### config.mk
export PLATFORM = sky130hd
export DESIGN_NAME = pipe_skid_reg
export DESIGN_NICKNAME = d
export VERILOG_FILES = /design/src/rtl/pipe_skid_reg.sv
export SDC_FILE = /design/constraint.sdc
export NUM_CORES = 1
export LEC_CHECK = 0
export BUFFER_PORTS_ARGS = -buffer_cell sky130_fd_sc_hd__buf_2
export CAP_MARGIN = 20
export CELL_PAD_IN_SITES_DETAIL_PLACEMENT = 1
export CELL_PAD_IN_SITES_GLOBAL_PLACEMENT = 1
export CORE_ASPECT_RATIO = 0.6
export CORE_UTILIZATION = 43
export DETAILED_ROUTE_END_ITERATION = 10
export PLACE_DENSITY_LB_ADDON = 0.1
export SYNTH_ARGS = -nofsm -noshare
export SYNTH_HDL_FRONTEND = slang
export SYNTH_SLANG_ARGS = --single-unit
### constraint.sdc
create_clock -name clk_i -period 5 [get_ports clk_i]
set_clock_uncertainty 0.15 [all_clocks]
set_input_delay 1 -clock clk_i [delete_from_list [all_inputs] [get_ports clk_i]]
set_output_delay 1 -clock clk_i [all_outputs]
set_load 0.01 [all_outputs]
### src/rtl/pipe_skid_reg.sv
// Two-entry pipeline register with a skid slot. All outputs are registered.
// Optional statistics counters are enabled by defining PIPE_REG_STATS_EN.
//
//   state    | meaning
//   ---------+-------------------------------------------------
//   ST_EMPTY | no valid entry, out_data_o = BUBBLE_DATA
//   ST_ONE   | main register holds the head entry
//   ST_FULL  | main holds the head, skid holds the next entry
module pipe_skid_reg #(
  parameter int                DATA_W      = 211,
  parameter logic [DATA_W-1:0] BUBBLE_DATA = '0
) (
  input  logic              clk_i,
  input  logic              rst_i,
  input  logic              flush_i,
  input  logic              in_valid_i,
  output logic              in_ready_o,
  input  logic [DATA_W-1:0] in_data_i,
  output logic              out_valid_o,
  input  logic              out_ready_i,
  output logic [DATA_W-1:0] out_data_o,
  output logic [1:0]        count_o
`ifdef PIPE_REG_STATS_EN
  ,
  output logic [31:0]       stall_cnt_o,
  output logic [31:0]       bubble_cnt_o
`endif
);

  typedef enum logic [1:0] {
    ST_EMPTY = 2'd0,
    ST_ONE   = 2'd1,
    ST_FULL  = 2'd2
  } state_t;

  state_t            state_q, state_d;
  logic [DATA_W-1:0] main_q, main_d;
  logic [DATA_W-1:0] skid_q, skid_d;
  logic              in_ready_q, in_ready_d;
  logic              out_valid_q, out_valid_d;
  logic [1:0]        count_q, count_d;
  logic              accept, consume;

  assign accept  = in_valid_i & in_ready_q;
  assign consume = out_valid_q & out_ready_i;

  always_ff @(posedge clk_i) begin
    if (rst_i) begin
      state_q     <= ST_EMPTY;
      main_q      <= BUBBLE_DATA;
      skid_q      <= '0;
      in_ready_q  <= 1'b1;
      out_valid_q <= 1'b0;
      count_q     <= 2'd0;
    end else begin
      state_q     <= state_d;
      main_q      <= main_d;
      skid_q      <= skid_d;
      in_ready_q  <= in_ready_d;
      out_valid_q <= out_valid_d;
      count_q     <= count_d;
    end
  end

  always_comb begin
    state_d = state_q;
    main_d  = main_q;
    skid_d  = skid_q;
    unique case (state_q)
      ST_EMPTY: begin
        if (accept) begin
          state_d = ST_ONE;
          main_d  = in_data_i;
        end
      end
      ST_ONE: begin
        if (accept && consume) begin
          main_d = in_data_i;
        end else if (accept) begin
          state_d = ST_FULL;
          skid_d  = in_data_i;
        end else if (consume) begin
          state_d = ST_EMPTY;
          main_d  = BUBBLE_DATA;
        end
      end
      ST_FULL: begin
        if (consume) begin
          state_d = ST_ONE;
          main_d  = skid_q;
        end
      end
      default: begin
        state_d = ST_EMPTY;
        main_d  = BUBBLE_DATA;
      end
    endcase
    // Flush wins over any handshake, including one that completed this cycle.
    if (flush_i) begin
      state_d = ST_EMPTY;
      main_d  = BUBBLE_DATA;
    end
    in_ready_d  = (state_d != ST_FULL);
    out_valid_d = (state_d != ST_EMPTY);
    count_d     = state_d;
  end

  assign in_ready_o  = in_ready_q;
  assign out_valid_o = out_valid_q;
  assign out_data_o  = main_q;
  assign count_o     = count_q;

`ifdef PIPE_REG_STATS_EN
  logic [31:0] stall_cnt_q, bubble_cnt_q;

  // Saturating counters; flush does not clear them.
  always_ff @(posedge clk_i) begin
    if (rst_i) begin
      stall_cnt_q  <= '0;
      bubble_cnt_q <= '0;
    end else begin
      if (out_valid_q && !out_ready_i && (stall_cnt_q != 32'hFFFF_FFFF))
        stall_cnt_q <= stall_cnt_q + 32'd1;
      if (!out_valid_q && (bubble_cnt_q != 32'hFFFF_FFFF))
        bubble_cnt_q <= bubble_cnt_q + 32'd1;
    end
  end

  assign stall_cnt_o  = stall_cnt_q;
  assign bubble_cnt_o = bubble_cnt_q;
`endif

endmodule

# Word-level counts from Yosys, hierarchy flattened
# Index checks and enable logic that the tools add are counted.
# totals
reg_bits,426
inputBits,216
out_inout_bits,215
word_cells,34
# classes
n_eq_ne,7
muxes,13
n_bitwise,3
n_reduce_logical,6
# ops
op,count
2-to-1 mux 211 bit,5
case mux 211 bit (3 select lines),1
2-to-1 mux 2 bit,6
!= test 2 bit (second input constant),3
!= test 3 bit (second input constant),2
case mux 2 bit (3 select lines),1
AND reduction 4 bit,1
AND reduction 3 bit,1
bitwise AND 1 bit,2
equality test 2 x 1 -> 1 bit (second input constant),1
equality test 2 bit (second input constant),1
zero test 2 bit,1
nonzero test 2 bit,1
OR reduction 2 bit,1
logical AND 1 bit,1
inverter 1 bit,1

# Longest topological paths before layout
# Gate-level depths: netlist (run 1).
# logic_depth
word_depth,7
depth_mapped,8
depth_no_buf,4

# Worst setup path after synthesis (run 1)
# OpenSTA, ideal clock, no wires.
# synth_path
path_kind,input to register
startpoint,input port rst_i
endpoint,register main_q[100] (netlist: out_data_o[100])
setup_time_ns,0.128
arrival_ns,2.035
required_ns,4.722
path_slack_ns,2.688
stages,6
n_path_buf,4
path_cell_list,clkbuf_1 or2_1 clkbuf_1 clkbuf_1 clkbuf_1 nor2_1
# synth_between
elab_chain_cells,1
# synth_lines
item,line_no,source
from (decl),14,"input logic rst_i,"
OR reduction 2 bit (no source line),n/a,
to (signal assigned),57,main_q <= main_d;
to (decl),37,"logic [DATA_W-1:0] main_q, main_d;"
# No other way between the ends.
# A chain may end at the register's enable or synchronous reset.

# Final worst setup path (run 1)
# layout_path
startpoint,input port out_ready_i
endpoint,register main_q[44] (netlist: out_data_o[44])
# layout_between
elab_chain_cells,4
elab_cells_between_ends,8
cone_classes,eq/ne (3); mux (2); bitwise (1); reduce/logical (2)
# layout_lines
item,line_no,source
from (decl),20,"input logic out_ready_i,"
bitwise AND 1 bit (*),45,assign consume = out_valid_q & out_ready_i;
logical AND 1 bit,77,if (accept && consume) begin
!= test 3 bit (no source line) or 2-to-1 mux 211 bit (tied branches),n/a,
AND reduction 4 bit (no source line) or case mux 211 bit (3 select lines) (tied branches),n/a,
# Every way passes the cells marked *; elsewhere a longest branch is shown, timed or not.

==> flow_summary.rst, run 1 <==
.. list-table::
   :header-rows: 1

   * - Metric
     - Value
   * - Run status
     - finished, violations left
   * - Violations in the final reports
     - slew limit
   * - Overflow left after global routing
     - 0
   * - Share of cells above drive strength 1
     - roughly 20%
   * - Fraction of synthesized cell area taken by the top area cell type
     - approximately 44%
   * - Reg-to-reg critical path startpoint
     - count_o[1]$_SDFF_PP0_
   * - Rel. slew slack
     - -3.36%
   * - Cell at the root of the clock tree
     - clkbuf_16
   * - Remaining design rule violation count
     - 0
   * - Instance count along the most critical hold path
     - 2
   * - Standby leakage power
     - roughly 8.3 nW
   * - I/O pin total
     - roughly 430
   * - Max Cap Viol
     - 0
   * - Main area contributors after synthesis
     - dfxtp_1 44%, mux2i_1 11%, nand2_1 8.3%
   * - Syn avg cell area
     - roughly 8.1 um2
   * - Count of mapped cells out of synthesis
     - 2400
   * - Kind of end point of the critical path
     - flop
   * - Placeable Area
     - 43800 um2
   * - DRT iter0 DRCs
     - roughly 1300
   * - Net count after synthesis
     - roughly 2600
   * - Category of the critical setup timing path
     - input port to flop
   * - Effective utilization at floorplan
     - around 44%
   * - CTS max path bufs
     - 3
   * - Total negative setup slack
     - 0 ps
   * - Startpoint of the worst hold path
     - skid_q[99]$_SDFFE_PP0P_
   * - Clock Sink Count
     - around 430
   * - Data required time at the worst endpoint
     - ~5300 ps
   * - Share of the clock period used by the worst path
     - between 60% and 70%
   * - Hold bufs inserted after CTS
     - 0
   * - Hold Path Class
     - flop to flop
   * - Leading area contributor after synthesis
     - dfxtp_1
   * - Worst R2R Path Depth
     - 5
   * - Sequential element share of the synthesized area
     - 44.1%
   * - Worst-Margin Slew
     - approximately 1600 ps
   * - Cells resized by post-CTS repair
     - 0
   * - Number of H-tree levels
     - 2
   * - CP Launch Type
     - input port
   * - Number of antenna violations at the first check in global routing
     - 27
   * - Fraction of registers with async set/reset
     - 0%
   * - Capture endpoint of the worst hold path
     - skid_q[99]$_SDFFE_PP0P_
   * - Crit Path Max Fanout
     - roughly 100
   * - Flops & latches, synth
     - 426
   * - Most frequent cells after synthesis
     - 426 x dfxtp_1, 425 x nand2_1, 215 x a21oi_1
   * - Reg-to-reg endpoint
     - out_data_o[46]$_SDFFE_PP0P_
   * - Final GP Congestion
     - 0.804
   * - Count of antenna-violating nets left after detailed routing
     - 0
   * - Yosys warning total
     - 0
   * - Area delta synth->final
     - 18.4%
   * - Largest net degree at the start of global routing
     - 212
   * - CTS tree
     - built
   * - Clock network latency to the later pin of the worst-skew pair
     - ~560 ps
   * - Via count of the routed design
     - approximately 20000
   * - Final-report max-slew violation count
     - between 60 and 70
   * - Endpoints failing hold
     - 0
   * - Global Route Usage Sum
     - between 20% and 30%
   * - Horizontal extent of the die
     - approximately 280 um
   * - Count of nets after finishing
     - 2855
   * - CTS clk-pin slew, worst paths
     - 60 ps
   * - Vias per cell
     - 5.99
   * - Vias in the first global route
     - between 15000 and 20000
   * - Wire length after detailed routing
     - between 70000 and 80000 um
   * - TritonRoute pass-1 iters
     - 5
   * - Die Area
     - ~46000 um2
   * - Die outline height
     - about 170 um
   * - Netlist cell types
     - 24
   * - Average wire per cell in the routed design
     - 21.9 um
   * - Maximum frequency from static timing analysis
     - between 200 and 300 MHz
   * - Number of port buffers
     - 430
   * - # Post-CTS Setup Buffers
     - 0
   * - Internal reg-to-reg setup slack
     - roughly 1700 ps
   * - Prevailing post-synth register cell
     - dfxtp_1
   * - Arrival @ worst endpoint
     - ~3700 ps
   * - Final Critical Period
     - 3350 ps
   * - Half-perimeter wire length after detailed placement
     - about 41000 um
   * - RSZ-0062 raised after global routing
     - no
   * - Power per standard cell area
     - around 340 nW/um2
   * - Total standard cell area after synthesis
     - around 19000 um2
   * - Min Hold Slack
     - ~300 ps
   * - Wire length of the first global-routing pass
     - ~110000 um
   * - Number of enable-type register cells in the synthesized netlist
     - 0
   * - Total clock buffers created by CTS
     - 44
   * - Setup violators final
     - 0
   * - Count leader, synth
     - dfxtp_1
   * - Maximum vdd drop
     - approximately 230 uV
   * - Total number of placement rows
     - ~60
[cell type report]
class	count	area, um2
fillers	5357	21000
multi-input cells	1713	9700
flip-flops and latches	426	8540
repair buffers	453	2480
clock buffers	68	1310
well taps	579	724
clock inverters	8	72.6
diodes	23	57.6
inverters	1	3.75
[state kept, by name (all words and copies together), names as in the netlist]
register	cells
count_o	2
in_ready_o	1
out_data_o	211
out_valid_o	1
skid_q	211
[how the worst max path moves through the flow]
stage                           start                      endpoint  slack, ps
after floorplan                 rst_i  out_data_o[100]$_SDFFE_PP0P_       2690
after global placement    out_ready_i       skid_q[92]$_SDFFE_PP0P_       1230
after detailed placement  out_ready_i       skid_q[94]$_SDFFE_PP0P_       1150
after CTS                 out_ready_i  out_data_o[179]$_SDFFE_PP0P_       1710
after global routing      out_ready_i  out_data_o[199]$_SDFFE_PP0P_       1540
final                     out_ready_i   out_data_o[44]$_SDFFE_PP0P_       1650
[critical path, stage by stage]
cell and delay [ps]:
buf_6 620, nand2_1 420, o22ai_4 270, buf_4 910
a22oi_1 190, nor2_1 160
[cell families (layout without fill, tap and decap cells)]
| logic type | Yosys count | count (layout) | synth area share (%) |
|---|---|---|---|
| compound gates | 641 | 641 | 20.8 |
| buf+inv | 261 | 530 | 5.91 |
| simple gates | 860 | 860 | 18.2 |
| flops | 426 | 426 | 44.1 |
| xor+xnor | 1 | 1 | 0.0453 |
| mux | 211 | 211 | 10.9 |
| other cells | 0 | 23 | 0 |
[per-stage QoR]
stage	cell area (um2)	std cells	setup slack (ps)	power (mW)	utilization [%]
global placement	21400	3171	1230	4.59	48.9
floorplan	19300	2400	2690	4.23	-
detailed placement	21400	3172	1150	4.62	48.9
CTS	22800	3248	1710	7.88	52.1
global route	22900	3267	1540	8.12	52.2
finish	22900	3271	1650	7.83	52.2
[placed cells by master (no fill, tap or decap)]
cell | Yosys | layout
xnor2_1 | 1 | 1
a21oi_1 | 215 | 215
o22ai_4 | 0 | 1
nor2b_1 | 1 | 1
bufinv_16 | 0 | 1
nor2_1 | 214 | 214
clkbuf_16 | 0 | 45
nand2_1 | 425 | 425
clkinv_2 | 0 | 5
o22ai_1 | 211 | 211
o2bb2ai_4 | 0 | 1
and3_4 | 0 | 1
nor3_1 | 1 | 1
buf_16 | 0 | 1
buf_6 | 0 | 2
and2_1 | 1 | 1
nand3_1 | 214 | 213
clkbuf_1 | 155 | 13
mux2i_1 | 211 | 211
buf_12 | 0 | 10
inv_1 | 1 | 1
a22oi_1 | 211 | 211
clkbuf_8 | 0 | 10
inv_6 | 0 | 2
nand3_4 | 0 | 1
or2_4 | 0 | 1
o21a_1 | 2 | 2
diode_2 | 0 | 23
buf_2 | 85 | 428
buf_4 | 15 | 12
dfxtp_1 | 426 | 423
nand3b_1 | 1 | 1
and3b_1 | 1 | 1
dfxtp_4 | 0 | 3
[where the power goes]
part           switching, mW  internal (mW)
Sequential            0.0788           3.49
Combinational          0.655          0.338
Clock                   1.41           1.85
[routing by layer]
| metal | global-route usage, % | part of all wire [%] | up-vias |
|---|---|---|---|
| met5 | 0 | 0.079 | - |
| met4 | 10.4 | 2.4 | 8 |
| met3 | 5.41 | 5.6 | 117 |
| met2 | 48.9 | 48 | 556 |
| met1 | 38.8 | 44 | 9879 |
| li1 | - | - | 9026 |
Note: power is estimated with default switching activity, not from simulation.
==> run 2: changes to the inputs <==
--- a/config.mk
+++ b/config.mk
@@ -5,12 +5,13 @@
 export SDC_FILE = /design/constraint.sdc
 export NUM_CORES = 1
 export LEC_CHECK = 0
+export ABC_AREA = 1
 export BUFFER_PORTS_ARGS = -buffer_cell sky130_fd_sc_hd__buf_2
 export CAP_MARGIN = 20
 export CELL_PAD_IN_SITES_DETAIL_PLACEMENT = 1
 export CELL_PAD_IN_SITES_GLOBAL_PLACEMENT = 1
 export CORE_ASPECT_RATIO = 0.6
-export CORE_UTILIZATION = 43
+export CORE_UTILIZATION = 38
 export DETAILED_ROUTE_END_ITERATION = 10
 export PLACE_DENSITY_LB_ADDON = 0.1
 export SYNTH_ARGS = -nofsm -noshare
==> constraint.sdc (replaced) <==
create_clock -name clk_i -period 3.3 [get_ports clk_i]
set_clock_uncertainty 0.15 [all_clocks]
set_input_delay 0.66 -clock clk_i [delete_from_list [all_inputs] [get_ports clk_i]]
set_output_delay 0.66 -clock clk_i [all_outputs]
set_load 0.01 [all_outputs]
==> run 2 against run 1 <==
  * The run now ends clean
  * Sequential power rose by 52%
  * Sequential share of layout area fell by 0.33 points
  * Wire length rose by 4.7%
  * Clock power rose by 62%
  * Via count rose by 6.8%
  * Flip-flop and latch count did not move
  * Utilization fell by 4.6 points
  * Global-route usage fell by 0.93 points
  * First-iteration DRC count fell by 9.2%
  * Critical path type is now flop to flop
  * Critical endpoint is now out_data_o[35]$_SDFFE_PP0P_
  * Largest cell class unchanged
  * Highest routed layer unchanged
==> flow_summary.rst, run 2 <==
.. list-table::
   :header-rows: 1

   * - Metric
     - Value
   * - Run status
     - complete, no violations
   * - Die outline height
     - 175 um (+5.2%)
   * - Power per standard cell area
     - 531 nW/um2 (+55%)
   * - Share of cells above drive strength 1
     - 17.6% (-2.0 points)
   * - Setup violators final
     - 0 (unchanged)
   * - Placeable Area
     - 48500 um2 (+11%)
   * - Standby leakage power
     - 9.44 nW (+13%)
   * - Maximum frequency from static timing analysis
     - ~430 MHz
   * - Net count after synthesis
     - 3033 (+16%)
   * - Maximum vdd drop
     - 385 uV (+64%)
   * - Yosys warning total
     - 0 (unchanged)
   * - Number of H-tree levels
     - 2 (unchanged)
   * - Vias in the first global route
     - 21400 (+9.5%)
   * - Via count of the routed design
     - 20900 (+6.8%)
   * - Prevailing post-synth register cell
     - dfxtp_1
   * - Leading cell type in the layout, fill and taps excluded
     - nand2_1
   * - Data required time at the worst endpoint
     - 3610 ps (-1730 ps)
   * - Hold bufs inserted after CTS
     - 0 (unchanged)
   * - Count of antenna-violating nets left after detailed routing
     - 0 (unchanged)
   * - Most frequent cells after synthesis
     - 1064 x nand2_1, 633 x nand3_1, 426 x dfxtp_1
   * - Fill count
     - 6305 (+18%)
   * - Wire length of the first global-routing pass
     - 119000 um (+7.3%)
   * - CTS tree
     - built
   * - Fraction of synthesized cell area taken by the top area cell type
     - 45.0% (+0.93 points)
   * - Remaining design rule violation count
     - 0 (unchanged)
   * - Total clock buffers created by CTS
     - 45 (+2.3%)
   * - Total negative setup slack
     - 0 ps (unchanged)
   * - Count of mapped cells out of synthesis
     - 2817 (+17%)
   * - CTS clk-pin slew, worst paths
     - 60 ps (about the same)
   * - TritonRoute pass-1 iters
     - 5 (unchanged)
   * - Number of enable-type register cells in the synthesized netlist
     - 0 (unchanged)
   * - Final GP Congestion
     - 0.795 (-1.1%)
   * - Worst-Margin Slew
     - 1130 ps (-416 ps)
   * - Number of port buffers
     - 430 (unchanged)
   * - Crit Path Max Fanout
     - 211 (+110%)
   * - Hold Path Class
     - input port to flop
   * - Largest net degree at the start of global routing
     - 212 (unchanged)
   * - Number of antenna violations at the first check in global routing
     - 22 (-19%)
   * - Rel. slew slack
     - 24.4% (+28 points)
   * - Horizontal extent of the die
     - 290 um (+5.2%)
   * - DRT iter0 DRCs
     - 1181 (-9.2%)
   * - Area delta synth->final
     - 21.8%
   * - Effective utilization at floorplan
     - 39.0% (-5.0 points)
   * - CTS max path bufs
     - 3 (unchanged)
   * - Commonest cells after routing, fill and taps aside
     - 1061 x nand2_1, 633 x nand3_1, 429 x buf_2, 426 x dfxtp_1, 422 x a21oi_1
   * - Sequential element share of the synthesized area
     - 45.0% (+0.93 points)
   * - Startpoint of the most critical setup path
     - count_o[1]$_SDFF_PP0_
   * - Final Critical Period
     - ~2400 ps
   * - Global Route Usage Sum
     - 28.8% (-0.93 points)
   * - Flops & latches, synth
     - 426 (unchanged)
   * - Die Area
     - 50700 um2 (+11%)
   * - Cell at the root of the clock tree
     - clkbuf_16
   * - Share of the clock period used by the worst path
     - a little under three quarters
   * - Min Hold Slack
     - 253 ps (-52.4 ps)
   * - Total number of placement rows
     - 62 (+5.1%)
   * - Main area contributors after synthesis
     - dfxtp_1 45%, nand2_1 21%, nand3_1 17%
   * - Count of nets after finishing
     - 3294 (+15%)
   * - Cells resized by post-CTS repair
     - 0 (unchanged)
   * - Wire length after detailed routing
     - 75100 um (+4.7%)
   * - Netlist cell types
     - 15 (-38%)
   * - Average wire per cell in the routed design
     - 19.9 um (-9.1%)
   * - Overflow left after global routing
     - 0 (unchanged)
   * - Arrival @ worst endpoint
     - 2670 ps (-1020 ps)
   * - # Post-CTS Setup Buffers
     - 0 (unchanged)
   * - Leading area contributor after synthesis
     - dfxtp_1
   * - I/O pin total
     - 431 (unchanged)
   * - Internal reg-to-reg setup slack
     - 950 ps (-780 ps)
   * - Reg-to-reg critical path startpoint
     - count_o[1]$_SDFF_PP0_
   * - Total standard cell area after synthesis
     - 18900 um2 (-2.1%)
   * - CP Launch Type
     - flop
   * - Clock Sink Count
     - 426 (unchanged)
   * - Fraction of registers with async set/reset
     - 0% (unchanged)
   * - Count leader, synth
     - nand2_1
   * - Category of the critical setup timing path
     - flop to flop
   * - Vias per cell
     - 5.55 (-7.3%)
   * - Max Cap Viol
     - 0 (unchanged)
   * - RSZ-0062 raised after global routing
     - no
   * - Syn avg cell area
     - 6.72 um2 (-17%)
   * - Clock network latency to the later pin of the worst-skew pair
     - 550 ps (about the same)
   * - Kind of end point of the critical path
     - flop
   * - Endpoints failing hold
     - 0 (unchanged)
   * - Startpoint of the worst hold path
     - in_data_i[198]
   * - Final-report max-slew violation count
     - 0 (-100%)
   * - Half-perimeter wire length after detailed placement
     - 45300 um (+11%)
## run 2: cell type report
cell class	count	area [um2]	area share, %
clock inverter	6	130	0.564
antenna	19	47.5	0.206
multi-input combinational	2131	9390	40.7
timing repair buffer	468	2760	11.9
inverter	6	32.5	0.141
sequential	426	8530	37.0
clock buffer	72	1380	5.97
tap	640	801	3.47
## run 2: metal layers
metal | track usage [%] | vias to the layer above | part of all wire [%]
met1 | 36.5 | 10400 | 43
li1 | - | 9886 | -
met3 | 4.48 | 125 | 5.0
met4 | 11.2 | 8 | 3.0
met2 | 49.1 | 532 | 49
met5 | 0 | - | 0.083
## run 2: through the flow
stage	instances	worst slack, ps	instance area [um2]	total power, mW	util [%]
2_1_floorplan	2817	1340	18900	6.37	-
3_3_place_gp	3671	871	21500	7.00	44.4
3_5_place_dp	3671	799	21500	7.06	44.4
4_1_cts	3749	991	23000	12.4	47.5
5_1_grt	3765	813	23100	12.8	47.6
6_report	3768	948	23100	12.3	47.6
## run 2: final timing paths
| kind | cells after the start | to |
|---|---|---|
| max | 6 | out_data_o[35]$_SDFFE_PP0P_ |
| min reg2reg | 2 | out_data_o[69]$_SDFFE_PP0P_ |
| max reg2reg | 6 | out_data_o[35]$_SDFFE_PP0P_ |
| min | 3 | skid_q[198]$_SDFFE_PP0P_ |
## run 2: cell families after synthesis
kind of cell / Yosys count / synth area share, %
AOI/OAI and AO/OA: 424 / 11.2
DFF: 426 / 45.0
and+or+nand+nor: 1707 / 38.1
buffers and inverters: 260 / 5.64
## run 2: critical path: stages, from the launching register on
cell	delay (ps)
dfxtp_1	460
nor2_4	180
buf_12	790
nand2_1	120
nand3_1	200
nand2_1	70
a21oi_1	150
## run 2: report_power, final
group / internal [mW] / switching [mW] / total (mW)
Sequential: 5.31 / 0.0999 / 5.41
Clock: 3.15 / 2.16 / 5.31
Combinational: 0.496 / 1.04 / 1.54
Total: 8.96 / 3.30 / 12.3
==> run 3: changes to the inputs <==
--- a/config.mk
+++ b/config.mk
@@ -5,13 +5,13 @@
 export SDC_FILE = /design/constraint.sdc
 export NUM_CORES = 1
 export LEC_CHECK = 0
-export ABC_AREA = 1
+export ABC_AREA = 0
 export BUFFER_PORTS_ARGS = -buffer_cell sky130_fd_sc_hd__buf_2
 export CAP_MARGIN = 20
 export CELL_PAD_IN_SITES_DETAIL_PLACEMENT = 1
 export CELL_PAD_IN_SITES_GLOBAL_PLACEMENT = 1
 export CORE_ASPECT_RATIO = 0.6
-export CORE_UTILIZATION = 38
+export CORE_UTILIZATION = 40
 export DETAILED_ROUTE_END_ITERATION = 10
 export PLACE_DENSITY_LB_ADDON = 0.1
 export SYNTH_ARGS = -nofsm -noshare
==> constraint.sdc (replaced) <==
create_clock -name clk_i -period 2.38 [get_ports clk_i]
set_clock_uncertainty 0.15 [all_clocks]
set_input_delay 0.476 -clock clk_i [delete_from_list [all_inputs] [get_ports clk_i]]
set_output_delay 0.476 -clock clk_i [all_outputs]
set_load 0.01 [all_outputs]
==> run 3 against run 2 <==
  * Sequential share of layout area down 0.65 points
  * Clock-buffer cell count shrank 3
  * Sequential power up 38%
  * Highest routed layer unchanged
==> flow_summary.rst, run 3 (synthesis results as in run 1) <==
.. list-table::
   :header-rows: 1

   * - Metric
     - Value
   * - Run status
     - complete, no violations
   * - Hold bufs inserted after CTS
     - 0 (unchanged)
   * - Placed Instances
     - 3243 (-12%)
   * - Fin cells
     - 3339 (-11%)
   * - Setup violators final
     - 0 (unchanged)
   * - Clock network latency to the later pin of the worst-skew pair
     - 560 ps (about the same)
   * - Horizontal extent of the die
     - 286 um (-1.5%)
   * - Crit Path Max Fanout
     - 131 (-38%)
   * - I/O pin total
     - 431 (unchanged)
   * - Number of port buffers
     - 430 (unchanged)
   * - DRT iter0 DRCs
     - 1277 (+8.1%)
   * - Die Area
     - 49200 um2 (-3.0%)
   * - Category of the critical setup timing path
     - flop to output pin
   * - Area delta synth->final
     - 21.6%
   * - Reg-to-reg endpoint
     - out_data_o[155]$_SDFFE_PP0P_
   * - Power per standard cell area
     - 711 nW/um2 (+34%)
   * - Worst-Margin Slew
     - 1010 ps (-122 ps)
   * - Vias per cell
     - 5.88 (+5.9%)
   * - Placeable Area
     - 47000 um2 (-3.0%)
   * - Vias in the first global route
     - 19700 (-8.0%)
   * - Min Hold Slack
     - 25.4 ps (-228 ps)
   * - Startpoint of the worst hold path
     - in_data_i[20]
   * - CTS tree
     - built
   * - Total negative setup slack
     - 0 ps (unchanged)
   * - Fill count
     - 5729 (-9.1%)
   * - Commonest cells after routing, fill and taps aside
     - 428 x buf_2, 425 x nand2_1, 423 x dfxtp_1, 215 x a21oi_1, 214 x nor2_1
   * - Rel. slew slack
     - 32.5% (+8.1 points)
   * - Arrival @ worst endpoint
     - 1660 ps (-1010 ps)
   * - Delay of the slowest critical-path stage
     - 430 ps (-360 ps)
   * - Clock Sink Count
     - 426 (unchanged)
   * - Share of cells above drive strength 1
     - 20.6% (+3.0 points)
   * - Largest net degree at the start of global routing
     - 151 (-29%)
   * - Internal reg-to-reg setup slack
     - 260 ps (-690 ps)
   * - Worst R2R Path Depth
     - 6 (unchanged)
   * - CP Launch Type
     - flop
   * - Standby leakage power
     - 8.60 nW (-8.9%)
   * - Capture endpoint of the worst hold path
     - skid_q[20]$_SDFFE_PP0P_
   * - Instance count along the most critical hold path
     - 3 (unchanged)
   * - Max Cap Viol
     - 0 (unchanged)
   * - CTS max path bufs
     - 3 (unchanged)
   * - Chain of cells forming the critical path
     - buf_16, buf_2
   * - Die outline height
     - 172 um (-1.5%)
   * - Leading cell type in the layout, fill and taps excluded
     - buf_2
   * - Kind of end point of the critical path
     - output pin
   * - Core Util, Final
     - 50.0% (+2.4 points)
   * - Number of H-tree levels
     - 2 (unchanged)
   * - Hold Path Class
     - input port to flop
   * - Average wire per cell in the routed design
     - 22.0 um (+10%)
   * - Wire length after detailed routing
     - 73500 um (-2.1%)
   * - CTS clk-pin slew, worst paths
     - 60 ps (about the same)
   * - Total clock buffers created by CTS
     - 43 (-4.4%)
   * - Reg-to-reg critical path startpoint
     - count_o[1]$_SDFF_PP0_
   * - Least setup slack across all paths after layout
     - 92.8 ps (-856 ps)
   * - Share of the clock period used by the worst path
     - between 90% and 100%
   * - Cell class contributing the biggest share of worst-path delay
     - buffers and inverters
   * - Wire length of the first global-routing pass
     - 112000 um (-5.2%)
   * - Maximum frequency from static timing analysis
     - 437 MHz
   * - Number of buffer and inverter instances along the worst setup path
     - 2 (+1)
   * - Standard cell with the maximum stage delay on the critical path
     - buf_16
   * - Area used by sequential logic in the layout
     - 8540 um2 (+0.13%)
   * - Count of antenna-violating nets left after detailed routing
     - 0 (unchanged)
   * - Maximum vdd drop
     - 486 uV (+26%)
   * - Effective utilization at floorplan
     - 41.1% (+2.1 points)
   * - TritonRoute pass-1 iters
     - 5 (unchanged)
   * - RSZ-0062 raised after global routing
     - no
   * - Number of antenna violations at the first check in global routing
     - 21 (-4.5%)
   * - Overflow left after global routing
     - 0 (unchanged)
   * - Final GP Congestion
     - 0.802 (+0.78%)
   * - Final Critical Period
     - 2290 ps
   * - Cell at the root of the clock tree
     - clkbuf_16
   * - Data required time at the worst endpoint
     - 1750 ps (-1860 ps)
   * - Pre-CTS setup slack
     - 169 ps (-629 ps)
   * - Global Route Usage Sum
     - 28.4% (-0.40 points)
   * - Final-report max-slew violation count
     - 0 (unchanged)
   * - Total number of placement rows
     - 61 (-1.6%)
   * - Half-perimeter wire length after detailed placement
     - 43300 um (-4.4%)
   * - Count of nets after finishing
     - 2876 (-13%)
   * - Via count of the routed design
     - 19600 (-6.1%)
   * - Endpoints failing hold
     - 0 (unchanged)
   * - Area of the multi-input gates
     - 9700 um2 (+3.2%)
   * - Remaining design rule violation count
     - 0 (unchanged)
run 3: cell types whose count changed in the layout (fill, tap and decap cells not counted), sizes merged, moves of 3 or more:
cell    delta
nand2    -639
nand3    -419
bufinv     -4
o22ai    +212
clkinv     +5
nor2     +207
a22oi    +211
clkbuf     -3
buf        +5
mux2i    +211
inv        -4
a21oi    -207
run 3: final cells by class:
type	instances	area share (%)
inverters	1	0.0160
diodes	17	0.181
flip-flops and latches	426	36.3
multi-input cells	1713	41.3
repair buffers	475	12.8
well taps	630	3.35
clock buffers	69	5.94
clock inverters	8	0.176
run 3: worst max path at each step:
| stage | slack (ps) | cells past startpoint | endpoint | start |
|---|---|---|---|---|
| 3_3_place_gp | 230 | 7 | out_data_o[148]$_SDFFE_PP0P_ | in_valid_i |
| 3_5_place_dp | 170 | 7 | out_data_o[148]$_SDFFE_PP0P_ | in_valid_i |
| 2_1_floorplan | 590 | 6 | out_data_o[100]$_SDFFE_PP0P_ | rst_i |
| 5_1_grt | 10 | 2 | out_valid_o | out_valid_o$_SDFF_PP0_ |
| 4_1_cts | 30 | 2 | out_valid_o | out_valid_o$_SDFF_PP0_ |
| 6_report | 90 | 2 | out_valid_o | out_valid_o$_SDFF_PP0_ |
run 3: power breakdown:
part           switching [mW]  total, mW  internal (mW)
clock network            2.99       7.00           4.01
logic                    1.45       2.25          0.808
registers               0.128       7.46           7.33
run 3: routing by layer:
layer	track usage (%)	share of wire [%]	up-vias
met2	47.5	48	521
met3	4.14	5.1	146
met1	37.1	43	9903
met4	10.7	3.1	8
met5	0	0.064	-
li1	-	-	9064
run 3: metrics by stage:
stage                     instance area (um2)  total power [mW]
after floorplan                         19300              8.89
after global placement                  21900              9.78
after detailed placement                21900              9.84
after CTS                               23500              16.8
after global routing                    23500              17.3
final                                   23500              16.7
run 3: repair_timing:
item | 4_1_cts | 5_1_grt
gates resized for setup | 3 | 0
buffers inserted | 0 | 0
endpoints found under the hold margin | 0 | 0
setup endpoints to repair | 3 | 0
run 3: tightest hold or removal path: stages:
cell and delay, ps:
buf_2 110, nand2_1 50, a21oi_1 50
